**src/rtl/sd_dma_sink_if.sv**
```systemverilog
// ---------------------------------------------------------------------------
// sd_dma_sink_if
//
// Wishbone B3 classic bundle between the sdc_controller DMA master port
// (m_wb_*) and the sd_dma_sink slave. Signal names are given from the
// slave's point of view, so the *_i signals are driven by the master.
//
// Signals:
//   wb_adr_i [31:0]  DMA address (master -> slave)
//   wb_dat_i [31:0]  write data (master -> slave)
//   wb_dat_o [31:0]  read data (slave -> master)
//   wb_sel_i [3:0]   byte select (master -> slave)
//   wb_we_i          write enable (master -> slave)
//   wb_cyc_i         bus cycle (master -> slave)
//   wb_stb_i         strobe (master -> slave)
//   wb_ack_o         acknowledge (slave -> master)
//
// Modports: master (controller side), slave (sink side).
// ---------------------------------------------------------------------------
interface sd_dma_sink_if;
  logic [31:0] wb_adr_i;
  logic [31:0] wb_dat_i;
  logic [31:0] wb_dat_o;
  logic [3:0]  wb_sel_i;
  logic        wb_we_i;
  logic        wb_cyc_i;
  logic        wb_stb_i;
  logic        wb_ack_o;

  modport master (
    output wb_adr_i, wb_dat_i, wb_sel_i, wb_we_i, wb_cyc_i, wb_stb_i,
    input  wb_dat_o, wb_ack_o
  );

  modport slave (
    input  wb_adr_i, wb_dat_i, wb_sel_i, wb_we_i, wb_cyc_i, wb_stb_i,
    output wb_dat_o, wb_ack_o
  );
endinterface

```
**src/rtl/sd_dma_sink.sv**
```systemverilog
// ---------------------------------------------------------------------------
// sd_dma_sink
//
// Wishbone B3 classic slave that terminates the SD controller's DMA master
// port. Read-block data words written by the controller are buffered in a
// word FIFO, then unpacked into a byte stream (valid/ready) for the frame
// decoder. A one-cycle block_done pulse marks every BLOCK_WORDS accepted
// words so sd_bus_master can issue the next read command.
//
// Parameters:
//   DEPTH_LOG2   FIFO depth is 2**DEPTH_LOG2 32-bit words (>= 1)
//   BLOCK_WORDS  words per SD block, 1..65535 (128 words = 512 bytes)
//
// Ports:
//   clk         system / Wishbone clock
//   reset       asynchronous active-high reset
//   wb          Wishbone slave bundle (sd_dma_sink_if.slave)
//   flush       synchronous clear of FIFO, unpacker and block counter
//   out_data    current byte of the holding register
//   out_valid   out_data valid
//   out_ready   consumer accepts the byte when high together with out_valid
//   block_done  one-cycle pulse on the ack of the last word of a block
//   fifo_level  words in the FIFO (the holding register is not counted)
//
// Build option:
//   SD_DMA_SINK_LSB_FIRST_EN  when defined, bytes leave LSB first
//                             ([7:0] first); otherwise MSB first
//                             ([31:24] first).
// ---------------------------------------------------------------------------
module sd_dma_sink #(
  parameter int DEPTH_LOG2  = 4,
  parameter int BLOCK_WORDS = 128
) (
  input  logic                  clk,
  input  logic                  reset,
  sd_dma_sink_if.slave          wb,
  input  logic                  flush,
  output logic [7:0]            out_data,
  output logic                  out_valid,
  input  logic                  out_ready,
  output logic                  block_done,
  output logic [DEPTH_LOG2:0]   fifo_level
);

  localparam int                DEPTH     = 1 << DEPTH_LOG2;
  localparam logic [DEPTH_LOG2:0] DEPTH_CNT = (DEPTH_LOG2 + 1)'(DEPTH);
  localparam logic [15:0]       BLK_LAST  = 16'(BLOCK_WORDS - 1);

  typedef enum logic {
    ST_EMPTY = 1'b0,
    ST_HOLD  = 1'b1
  } hold_state_e;

  // Bus side
  logic                  ack_q, ack_d;
  logic                  req;
  logic                  wr_acc;
  logic                  rd_acc;
  logic                  push;

  // FIFO
  logic [31:0]           mem_q [DEPTH];
  logic [DEPTH_LOG2-1:0] wr_ptr_q, wr_ptr_d;
  logic [DEPTH_LOG2-1:0] rd_ptr_q, rd_ptr_d;
  logic [DEPTH_LOG2:0]   cnt_q, cnt_d;
  logic                  fifo_full;
  logic                  fifo_empty;
  logic                  pop;

  // Holding register / unpacker
  hold_state_e           state_q, state_d;
  logic [1:0]            idx_q, idx_d;
  logic [31:0]           hold_q, hold_d;

  // Block counter
  logic [15:0]           blk_q, blk_d;
  logic                  done_q, done_d;

  // Address and byte selects carry no information for this sink; the full
  // word is always stored.
  logic                  unused_ok;
  assign unused_ok = ^{wb.wb_adr_i, wb.wb_sel_i};

  // Selects byte i of a word in emission order.
  function automatic logic [7:0] sel_byte(input logic [31:0] w,
                                          input logic [1:0]  i);
    logic [4:0]  sh;
    logic [31:0] tmp;
`ifdef SD_DMA_SINK_LSB_FIRST_EN
    sh = {i, 3'b000};
`else
    sh = {~i, 3'b000};
`endif
    tmp = w >> sh;
    return tmp[7:0];
  endfunction

  // -------------------------------------------------------------------------
  // Wishbone request decode
  // -------------------------------------------------------------------------
  assign fifo_full  = (cnt_q == DEPTH_CNT);
  assign fifo_empty = (cnt_q == '0);

  // Masking with ack_q enforces the two-clock minimum per access: the
  // master still holds stb during the ack cycle.
  assign req    = wb.wb_cyc_i & wb.wb_stb_i & ~ack_q;
  assign wr_acc = req & wb.wb_we_i & ~fifo_full;
  assign rd_acc = req & ~wb.wb_we_i;
  assign ack_d  = wr_acc | rd_acc;

  // A write accepted during flush is acked but its data is dropped.
  assign push   = wr_acc & ~flush;

  assign wb.wb_ack_o = ack_q;
  assign wb.wb_dat_o = '0;

  // -------------------------------------------------------------------------
  // Unpacker next state. The holding register only loads from the FIFO, so
  // a word pushed into an empty FIFO appears one edge later.
  // -------------------------------------------------------------------------
  always_comb begin
    state_d = state_q;
    idx_d   = idx_q;
    hold_d  = hold_q;
    pop     = 1'b0;
    if (flush) begin
      state_d = ST_EMPTY;
      idx_d   = 2'd0;
    end else begin
      case (state_q)
        ST_EMPTY: begin
          if (!fifo_empty) begin
            pop     = 1'b1;
            hold_d  = mem_q[rd_ptr_q];
            state_d = ST_HOLD;
            idx_d   = 2'd0;
          end
        end
        ST_HOLD: begin
          if (out_ready) begin
            if (idx_q != 2'd3) begin
              idx_d = idx_q + 2'd1;
            end else if (!fifo_empty) begin
              // Reload on the last byte so the stream has no bubble.
              pop    = 1'b1;
              hold_d = mem_q[rd_ptr_q];
              idx_d  = 2'd0;
            end else begin
              state_d = ST_EMPTY;
              idx_d   = 2'd0;
            end
          end
        end
        default: begin
          state_d = ST_EMPTY;
          idx_d   = 2'd0;
        end
      endcase
    end
  end

  // -------------------------------------------------------------------------
  // FIFO pointers and occupancy
  // -------------------------------------------------------------------------
  always_comb begin
    wr_ptr_d = wr_ptr_q;
    rd_ptr_d = rd_ptr_q;
    cnt_d    = cnt_q;
    if (flush) begin
      wr_ptr_d = '0;
      rd_ptr_d = '0;
      cnt_d    = '0;
    end else begin
      if (push) wr_ptr_d = wr_ptr_q + 1'b1;
      if (pop)  rd_ptr_d = rd_ptr_q + 1'b1;
      case ({push, pop})
        2'b10:   cnt_d = cnt_q + 1'b1;
        2'b01:   cnt_d = cnt_q - 1'b1;
        default: cnt_d = cnt_q;
      endcase
    end
  end

  // -------------------------------------------------------------------------
  // Block counter: the pulse is registered alongside the ack of the word
  // that completes the block.
  // -------------------------------------------------------------------------
  always_comb begin
    blk_d  = blk_q;
    done_d = 1'b0;
    if (flush) begin
      blk_d = '0;
    end else if (push) begin
      if (blk_q == BLK_LAST) begin
        blk_d  = '0;
        done_d = 1'b1;
      end else begin
        blk_d = blk_q + 16'd1;
      end
    end
  end

  // -------------------------------------------------------------------------
  // Registers
  // -------------------------------------------------------------------------
  always_ff @(posedge clk) begin
    if (push) mem_q[wr_ptr_q] <= wb.wb_dat_i;
  end

  always_ff @(posedge clk or posedge reset) begin
    if (reset) begin
      ack_q    <= 1'b0;
      wr_ptr_q <= '0;
      rd_ptr_q <= '0;
      cnt_q    <= '0;
      state_q  <= ST_EMPTY;
      idx_q    <= 2'd0;
      hold_q   <= '0;
      blk_q    <= '0;
      done_q   <= 1'b0;
    end else begin
      ack_q    <= ack_d;
      wr_ptr_q <= wr_ptr_d;
      rd_ptr_q <= rd_ptr_d;
      cnt_q    <= cnt_d;
      state_q  <= state_d;
      idx_q    <= idx_d;
      hold_q   <= hold_d;
      blk_q    <= blk_d;
      done_q   <= done_d;
    end
  end

  // -------------------------------------------------------------------------
  // Outputs
  // -------------------------------------------------------------------------
  assign out_valid  = (state_q == ST_HOLD);
  assign out_data   = sel_byte(hold_q, idx_q);
  assign block_done = done_q;
  assign fifo_level = cnt_q;

endmodule

```
**src/flat_wrapper.sv**
```systemverilog
// flat-port wrapper written by rule: the top's interface ports become plain ports
module sd_dma_sink_flat 
#(
  parameter int DEPTH_LOG2  = 4,
  parameter int BLOCK_WORDS = 128
)
  (clk, reset, flush, out_data, out_valid, out_ready, block_done, fifo_level, wb_wb_adr_i, wb_wb_dat_i, wb_wb_sel_i, wb_wb_we_i, wb_wb_cyc_i, wb_wb_stb_i, wb_wb_dat_o, wb_wb_ack_o);
  sd_dma_sink_if wb_i ();
  input  logic clk;
  input  logic reset;
  input  logic flush;
  output logic [7:0] out_data;
  output logic out_valid;
  input  logic out_ready;
  output logic block_done;
  output logic [DEPTH_LOG2:0] fifo_level;
  input wire logic [$bits(wb_i.wb_adr_i)-1:0] wb_wb_adr_i;
  input wire logic [$bits(wb_i.wb_dat_i)-1:0] wb_wb_dat_i;
  input wire logic [$bits(wb_i.wb_sel_i)-1:0] wb_wb_sel_i;
  input wire logic [$bits(wb_i.wb_we_i)-1:0] wb_wb_we_i;
  input wire logic [$bits(wb_i.wb_cyc_i)-1:0] wb_wb_cyc_i;
  input wire logic [$bits(wb_i.wb_stb_i)-1:0] wb_wb_stb_i;
  output wire logic [$bits(wb_i.wb_dat_o)-1:0] wb_wb_dat_o;
  output wire logic [$bits(wb_i.wb_ack_o)-1:0] wb_wb_ack_o;
  assign wb_i.wb_adr_i = wb_wb_adr_i;
  assign wb_i.wb_dat_i = wb_wb_dat_i;
  assign wb_i.wb_sel_i = wb_wb_sel_i;
  assign wb_i.wb_we_i = wb_wb_we_i;
  assign wb_i.wb_cyc_i = wb_wb_cyc_i;
  assign wb_i.wb_stb_i = wb_wb_stb_i;
  assign wb_wb_dat_o = wb_i.wb_dat_o;
  assign wb_wb_ack_o = wb_i.wb_ack_o;
  sd_dma_sink #(.DEPTH_LOG2(DEPTH_LOG2), .BLOCK_WORDS(BLOCK_WORDS)) u_core (.clk(clk), .reset(reset), .wb(wb_i), .flush(flush), .out_data(out_data), .out_valid(out_valid), .out_ready(out_ready), .block_done(block_done), .fifo_level(fifo_level));
endmodule
```
**config.mk**
```make
export PLATFORM = sky130hd
export DESIGN_NAME = sd_dma_sink_flat
export DESIGN_NICKNAME = d
export VERILOG_FILES = /design/src/rtl/sd_dma_sink_if.sv /design/src/rtl/sd_dma_sink.sv /design/src/flat_wrapper.sv
export SDC_FILE = /design/constraint.sdc
export NUM_CORES = 1
export LEC_CHECK = 0
export CORE_MARGIN = 5
export CORE_UTILIZATION = 34
export DETAILED_ROUTE_END_ITERATION = 12
export PLACE_DENSITY = 0.56
export SLEW_MARGIN = 20
export SYNTH_ARGS = -nofsm -noshare
export SYNTH_HDL_FRONTEND = slang
export SYNTH_SLANG_ARGS = --single-unit
```
**constraint.sdc**
```tcl
create_clock -name clk -period 3.1 [get_ports clk]
set_clock_uncertainty 0.2 [all_clocks]
set_input_delay 0.62 -clock clk [delete_from_list [all_inputs] [get_ports clk]]
set_output_delay 0.62 -clock clk [all_outputs]
set_load 0.05 [all_outputs]
```
==> summary.txt, run 1 <==
Main combinational cell family by area after synthesis = multiplexers
Period minus WS final = 2910 ps
Data arrival, critical path = 3200 ps
Synthesized area per cell = 21.6 um^2
Post-synthesis compound-gate area fraction = 1.61%
Period utilisation layout = 93.8%
Ratio of cells with drive above 1 in the final layout = 33.2%
# DRC = 0
Clk sink count = 578
Final #Nets = 1,297
Rows = 95
P_leak = 8.81 nW
Proportion of synthesized area in mux cells = 18.3%
Ys flop type = edfxtp_1
Slew Limit Headroom = 54.0%
Setup crit start kind = flip-flop
Routed WL = 51,200 um
Simple-Gate Fraction of Synth Area = 2.70%
Post-CTS setup buffer count = 0
Final Core Density = 41.0%
Worst path max stage delay = 580 ps
Post-DRT Antenna Nets = 0
Placed Cells = 2,023
Layout Cells excl Fill = 2,140
Crit-path leading delay family = simple AND/OR/NAND/NOR gates
Cells after synthesis = 1,066
Vias/cell = 5.05
Most common cell after layout, fill and taps aside = edfxtp_1
Largest net degree at the start of global routing = 41
DR iter-0 viols = 942
DR pass1 iterations = 8
Hold Fails Final Rpt = 0
RSZ-0062 raised after global routing = false
Worst-Skew Late Latency = 630 ps
Synthesis-to-layout area growth = 19.6%
Seq. cell area = 17,000 um^2
Pwr dens = 753 nW/um^2
Post-layout instance area = 27,500 um^2
Starting Density = 34.2%
Worst hold path type = in2async
H-tree depth = 2
Crit end category = flip-flop
Vias in the first global route = 11,390
Worst reg2reg path endpoint = u_core.fifo_level[4]$_DFFE_PP0P_
Yosys warns = 0
DP Wirelength = 31,000 um
First-pass GRT wire length = 76,000 um
Final setup vio count = 0
Die Y = 270 um
Register area share after synthesis = 74.0%
DR vias = 10,817
Reg2reg start = u_core.fifo_level[0]$_DFFE_PP0P_
Setup slack, reg-to-reg = 190 ps
CTS Buffer Depth = 3
Crit-path max FO = 8
Post-synthesis adder-cell area fraction = 0.490%
Critical path type = reg2reg
Achievable clock frequency = 344 MHz
Clock-pin slew on the worst setup and hold paths = 60 ps
Reg2Reg Depth = 10
GR Overflow Total = 0
Synth cell types = 54
Mapped cell area = 23,000 um^2
Largest area contributor in the netlist = edfxtp_1
Status = completed
Final WS setup = 193 ps
# fillers = 5,827
Combined area of the multi-input logic cells = 5560 um^2
Die width = 270 um
Commonest cells after routing, fill and taps aside = edfxtp_1, mux4_2, clkbuf_16, dfrtp_1
Synthesis-stage register bit count = 578
Fin. max-slew vios = 0
CTS tree = built
Core region area = 67,200 um^2
All-Layer GR Usage = 14.0%
CP Data Required Time = 3400 ps
Wire length per cell = 23.9 um
Xor-xnor portion of the synthesized cell area = 0.381%
CTS Root Cell = clkbuf_16
CTS Buf Count = 61
Post-cts sizing count = 0
Hold_buf cts = 0
Max_cap viols = 0
Port bufs = 54
Worst path slowest cell = or4_4
Gpl congestion = 0.787
Post-synth top area share = 66.9%
Initial antenna violation count = 4
Area of the die = 72,900 um^2
Cells along the critical path = or4_4 -> o21ai_4 -> nor3_2 -> xor2_1 -> ha_2 -> a31oi_1 -> nor3_1 -> o22ai_1 -> a221oi_2 -> mux2_1
Top cells by area, synth = edfxtp_1, mux4_2, dfrtp_1
Buf/Inv on CP = 0
Placed Area = 25,400 um^2
Post-synth ARST share = 11.4%
Worst vdd ir = 0.000535 V
Ports = 123
Final Power = 20.7 mW
Post-synth EDFFs = 512
Worst-margin pin slew = 684 ps
Pre-CTS setup slack = -42.8 ps
metal layers:
metal	GRT usage (%)	wire length, um	up-vias
li1	-	-	4672
met1	19.8	22800	5749
met2	22.3	24200	327
met3	2.81	3080	67
met4	3.59	1000	2
met5	0	13	-
synth_stat cells, types with 14 or more instances:
cell	count
edfxtp_1	512
clkbuf_1	24
o21ai_0	14
dfrtp_1	66
nor2_1	20
nand3_1	14
and2_1	18
mux4_2	168
mux2_2	33
nand2_1	16
buf_4	33
a21oi_1	15
metrics by stage:
stage | hold WS [ps] | TNS (ps)
2_1_floorplan | 275 | -107
3_3_place_gp | 255 | -120
3_5_place_dp | 256 | -1200
4_1_cts | 182 | 0
5_1_grt | 267 | 0
6_report | 206 | 0
power by group:
group          leakage, nW  internal (mW)  switching, mW
clock                0.992           4.35           3.03
combinational         2.38           2.15           2.13
sequential            5.43           8.77          0.281
area by class of cell:
class	instances	share of cell area (%)
Sequential cell	578	62.0
Multi-Input combinational cell	425	20.2
Timing Repair Buffer	136	6.22
Clock buffer	75	5.82
Tap cell	873	3.97
Clock inverter	41	1.67
Inverter	11	0.150
Antenna cell	1	0.00910
cells by family after synthesis:
family | count (synthesis)
AOI/OAI and AO/OA | 55
xor gates and xnor gates | 10
adders and majority gates | 9
buffers and inverters | 94
DFF | 578
muxes | 206
other | 1
and+or+nand+nor | 113
worst max-delay path by stage:
stage,start,endpoint,cells past startpoint
2_1_floorplan,u_core.fifo_level[1]$_DFFE_PP0P_,u_core.fifo_level[4]$_DFFE_PP0P_,12
4_1_cts,u_core.idx_q[0]$_DFFE_PP0P_,out_data[3],3
3_5_place_dp,out_ready,u_core.fifo_level[4]$_DFFE_PP0P_,11
3_3_place_gp,out_ready,u_core.fifo_level[4]$_DFFE_PP0P_,11
6_report,u_core.fifo_level[0]$_DFFE_PP0P_,u_core.fifo_level[4]$_DFFE_PP0P_,10
5_1_grt,u_core.fifo_level[0]$_DFFE_PP0P_,u_core.fifo_level[4]$_DFFE_PP0P_,10
state kept, by name (all words and copies together) (netlist names):
register	count
u_core.wb.wb_ack_o	1
u_core.blk_q	16
u_core.block_done	1
u_core.out_valid	1
u_core.rd_ptr_q	4
u_core.idx_q	2
u_core.fifo_level	5
u_core.hold_q	32
u_core.mem_q	512
u_core.wr_ptr_q	4
No activity file was read; power rests on OpenSTA's default activity.
==> run 2, diff against run 1 <==
- GPL_ROUTABILITY_DRIVEN: unset -> 1
==> results of run 2 <==
The final DEF is identical to that of run 1; final timing and power are the same.
